### config.mk
export PLATFORM = sky130hd
export DESIGN_NAME = fetch_sequencer
export DESIGN_NICKNAME = d
export VERILOG_FILES = /design/src/rtl/fetch_sequencer.sv
export SDC_FILE = /design/constraint.sdc
export NUM_CORES = 1
export LEC_CHECK = 0
export ABC_CLOCK_PERIOD_IN_PS = 2200
export CORE_MARGIN = 8
export CORE_UTILIZATION = 50
export DETAILED_ROUTE_END_ITERATION = 8
export PLACE_DENSITY = 0.77
export SLEW_MARGIN = 15
export SYNTH_ARGS = -nofsm -noshare
export SYNTH_HDL_FRONTEND = slang
export SYNTH_SLANG_ARGS = --single-unit
### constraint.sdc
create_clock -name clk_i -period 2.2 [get_ports clk_i]
set_clock_uncertainty 0.15 [all_clocks]
set_input_delay 0.44 -clock clk_i [delete_from_list [all_inputs] [get_ports clk_i]]
set_output_delay 0.44 -clock clk_i [all_outputs]
set_load 0.01 [all_outputs]
### src/rtl/fetch_sequencer.sv
// Instruction-fetch sequencer: owns the PC, picks increment / branch-LUT target / halt,
// and runs a start/done handshake. Optional cycle counter enabled by FETCH_CYCLE_COUNT_EN.
module fetch_sequencer #(
  parameter int unsigned PC_W     = 10,
  parameter int unsigned PROG_LEN = 1024
) (
  input  logic            clk_i,
  input  logic            reset_i,
  input  logic            start_i,
  input  logic            stall_i,
  input  logic [8:0]      instr_i,
  input  logic            ctrl_branch_i,
  input  logic            cond_flag_i,
  input  logic            lut_we_i,
  input  logic [3:0]      lut_waddr_i,
  input  logic [PC_W-1:0] lut_wdata_i,
  output logic [PC_W-1:0] pc_o,
`ifdef FETCH_CYCLE_COUNT_EN
  output logic [31:0]     cycle_count_o,
`endif
  output logic            running_o,
  output logic            done_o
);

  localparam logic [PC_W-1:0] LastPc = PC_W'(PROG_LEN - 1);

  typedef enum logic [1:0] {StIdle, StRun, StDone} state_e;

  state_e          state_q, state_d;
  logic [PC_W-1:0] pc_q, pc_d;
  logic            running_q, done_q;
  logic [PC_W-1:0] lut_q [16];

  logic halt, branch_taken, start_accept;

  // Halt reuses the unused I-type slot.
  assign halt         = instr_i[8] && (instr_i[2:0] == 3'b110);
  // J (instr[0]) is unconditional; BR depends on the compare result.
  assign branch_taken = ctrl_branch_i && (instr_i[0] || cond_flag_i);
  // start is only honoured outside RUN.
  assign start_accept = start_i && (state_q != StRun);

  // Next-state and next-PC selection.
  always_comb begin
    state_d = state_q;
    pc_d    = pc_q;
    unique case (state_q)
      StIdle, StDone: begin
        if (start_i) begin
          state_d = StRun;
          pc_d    = '0;
        end
      end
      StRun: begin
        if (!stall_i) begin
          if (halt) begin
            state_d = StDone;
          end else if (branch_taken) begin
            pc_d = lut_q[instr_i[7:4]];
          end else if (pc_q >= LastPc) begin
            // Run-off-end: stop rather than wrap.
            state_d = StDone;
          end else begin
            pc_d = pc_q + PC_W'(1);
          end
        end
      end
      default: state_d = StIdle;
    endcase
  end

  // State, PC and registered status decodes.
  always_ff @(posedge clk_i) begin
    if (reset_i) begin
      state_q   <= StIdle;
      pc_q      <= '0;
      running_q <= 1'b0;
      done_q    <= 1'b0;
    end else begin
      state_q   <= state_d;
      pc_q      <= pc_d;
      running_q <= (state_d == StRun);
      done_q    <= (state_d == StDone);
    end
  end

  // Branch-target LUT; a same-cycle read sees the old entry.
  always_ff @(posedge clk_i) begin
    if (reset_i) begin
      for (int i = 0; i < 16; i++) lut_q[i] <= '0;
    end else if (lut_we_i) begin
      lut_q[lut_waddr_i] <= lut_wdata_i;
    end
  end

`ifdef FETCH_CYCLE_COUNT_EN
  logic [31:0] cycle_count_q;

  // Saturating count of RUN cycles, stalled or not.
  always_ff @(posedge clk_i) begin
    if (reset_i || start_accept) begin
      cycle_count_q <= '0;
    end else if ((state_q == StRun) && (cycle_count_q != '1)) begin
      cycle_count_q <= cycle_count_q + 32'd1;
    end
  end

  assign cycle_count_o = cycle_count_q;
`else
  logic unused_start_accept;
  assign unused_start_accept = start_accept;
`endif

  assign pc_o      = pc_q;
  assign running_o = running_q;
  assign done_o    = done_q;

endmodule

==> run metrics <==
status completed; DRC violations left 0; critical path's slowest cell clkdlybuf4s50_1; RSZ-0062 raised after global routing no; crit-path max FO 10; clk sinks 174; I/O pin count 42; Die Ht 144 microns; H-tree depth 4; Final Net Count 693; Hold WC Path Type reg -> reg; Final Hold Violating Endpoints 0; initial antenna violation count 2; Async SR Flop Fraction 0%; Layout area overhead 21.2%; Warnings, synthesis 0; post-synth top area cell edfxtp_1; Cells after Synth 568; Bufs and invs on worst path 2; Clock transition at path regs 0.06 ns; initial core utilization 51.2%; Leak 3.55 nW; WL per Instance 22.1 microns; CTS root buffer clkbuf_16; Worst EP required 2.16 ns; largest incremental delay on the critical path 0.50 ns; clk_lat worst skew 0.44 ns; first-pass GRT wire length 30.4 mm; Die Wd 144 microns; final wirelength 19.7 mm; CP cell instances clkdlybuf4s50_1 > nand2b_1 > buf_4 > nor2_1 > nand2_1 > nor3_1 > or2_2; vias in the first global route 5412; flops & latches, synth 174; core area 15900 sq um; total global-route track usage 20.3%; die area 20700 sq um; r2r setup slk 0.13 ns; count leader, synth and2_1; Cell variety after synth 46; mapped cell area 8160 sq um; Area after DPL 9340 sq um; Slew headroom 61.7%; Vias/cell 5.72; drt first pass iters 4; Critical Path AT 2.05 ns; Main synth FF type edfxtp_1; number of synthesized flops with an enable pin 160; Setup Viol. Count Final 0; synthesized area per cell 14.4 sq um; drt initial violations 483; aggregate global routing overflow 0; fillcell total 1153; Power Dens Cells 743 nW/um^2; Synth area leaders edfxtp_1 59%, and2_1 13%, mux4_2 12%, dfxtp_1 3.4%, clkbuf_1 1.5%; layout cell share with drive strength beyond 1 25.8%; crit share post-route 95.3%; PortBufs 40; CTS tree built; register area 5080 sq um; Peak VDD IR 0.571 mV; delay-heaviest family, CP simple AND/OR/NAND/NOR gates; final max-slew violation count 0; hold slack 0.396 ns; type of origin of the critical path input pin; Final ANT Viol Nets 0; fmax 477 MHz; finished layout cell area 9880 sq um; post-route minimum period 2.10 ns; vias 5094; final core occ 62.0%; post-synth top area share 58.9%; Setup crit end kind register; clock tree buffer depth 2; number of CTS-inserted buffers 17; Site Rows 46; Antenna Cells 0; routability cong. 0.941; Multi-input gate area 2890 sq um; Seq/Total Area, Yosys 62.4%; top cells by count, synth 163 x and2_1, 160 x edfxtp_1, 45 x mux4_2; critical path class in -> reg; Slew @ Worst Pin 0.573 ns; largest net degree at the start of global routing 33; Mapped Nets 599; # Post-CTS Setup Buffers 0; Max Cap Viol 0; dpl hpwl 13.6 mm
## power breakdown
part / total [mW] / switching (mW) / internal [mW] / leakage [nW]
clock: 2.74 / 1.18 / 1.55 / 0.258
combinational: 0.755 / 0.381 / 0.374 / 1.65
sequential: 3.85 / 0.0588 / 3.79 / 1.64
total: 7.34 / 1.62 / 5.72 / 3.55
## cell type report
cell class / instances / share of cell area (%)
inverters: 3 / 0.114
repair buffers: 118 / 11.0
well taps: 216 / 2.74
flip-flops and latches: 174 / 51.5
multi-input cells: 348 / 29.3
clock inverters: 6 / 0.342
clock buffers: 26 / 5.05
## worst reg2reg max path, stage by stage, from the launching register on
cell and delay (ns):
edfxtp_1 0.40, mux4_2 0.54, mux4_2 0.52, a221oi_2 0.27, nor3_1 0.08
## worst paths after layout
check                                  start          end  depth (start not counted)
worst min register to register       pc_o[8]      pc_o[8]                          2
worst max-delay path                 reset_i  lut_q[1][5]                          7
worst max register to register  lut_q[14][1]      pc_o[1]                          4
worst min-delay path                 pc_o[8]      pc_o[8]                          2
## flip-flops by register name, summed over array words and instances (netlist names)
name       flops
done_o         1
lut_q        160
pc_o          10
running_o      1
state_q        2
## timing repair
| action | in CTS | in global routing |
|---|---|---|
| hold buffers | 0 | 0 |
| setup endpoints to repair | 0 | 16 |
| resized for setup | 0 | 3 |
## metrics by stage
| stage | worst slack (ns) | instances | power, mW | TNS (ns) |
|---|---|---|---|---|
| finish | 0.103 | 891 | 7.34 | 0 |
| global route | 0.0135 | 891 | 7.54 | 0 |
| CTS | 0.0685 | 891 | 7.36 | 0 |
| detailed placement | -0.373 | 859 | 4.67 | -46.78 |
| global placement | -0.309 | 859 | 4.63 | -42.87 |
| floorplan | -0.00129 | 568 | 4.28 | -0.00129 |
## logic make-up after synthesis
kind of cell             after synthesis  synth area share, %
flip-flops                           174                 62.4
multiplexers                          54                 13.6
buffers and inverters                 46                 2.32
XOR/XNOR                               1                0.107
adder cells (fa/ha/maj)                1                0.153
AND/OR/NAND/NOR                      253                 18.3
AO/OA/AOI/OAI                         39                 3.16
## metal layers
layer  vias up  part of all wire [%]  GRT usage, %
li1       2275                     -             -
met1      2591                    39          24.4
met2       178                    50          34.5
met3        46                   7.2          4.61
met4         4                   3.3          9.08
met5         -                  0.12             0
## layout by cell type, fill, tap and decap left out, types with 2 or more instances in the layout
master,count
and2_1,163
edfxtp_1,160
buf_4,69
mux4_2,45
clkdlybuf4s50_1,38
nor2_1,21
clkbuf_16,17
or2_2,16
dfxtp_1,14
nand2_1,13
nand3_1,10
buf_12,9
a21oi_1,8
o21ai_0,7
mux2i_1,7
nor3_1,6
a31oi_1,6
nand2b_1,5
clkbuf_1,5
clkbuf_8,4
nand4b_1,3
o21a_1,3
or4_1,3
clkinv_2,3
or3_1,2
and3_1,2
o21ai_1,2
nor2b_1,2
clkinv_1,2
mux2_2,2
inv_1,2
nor4_1,2
a211o_1,2
clkinvlp_4,2
buf_2,2
Note: power is estimated with default switching activity, not from simulation.
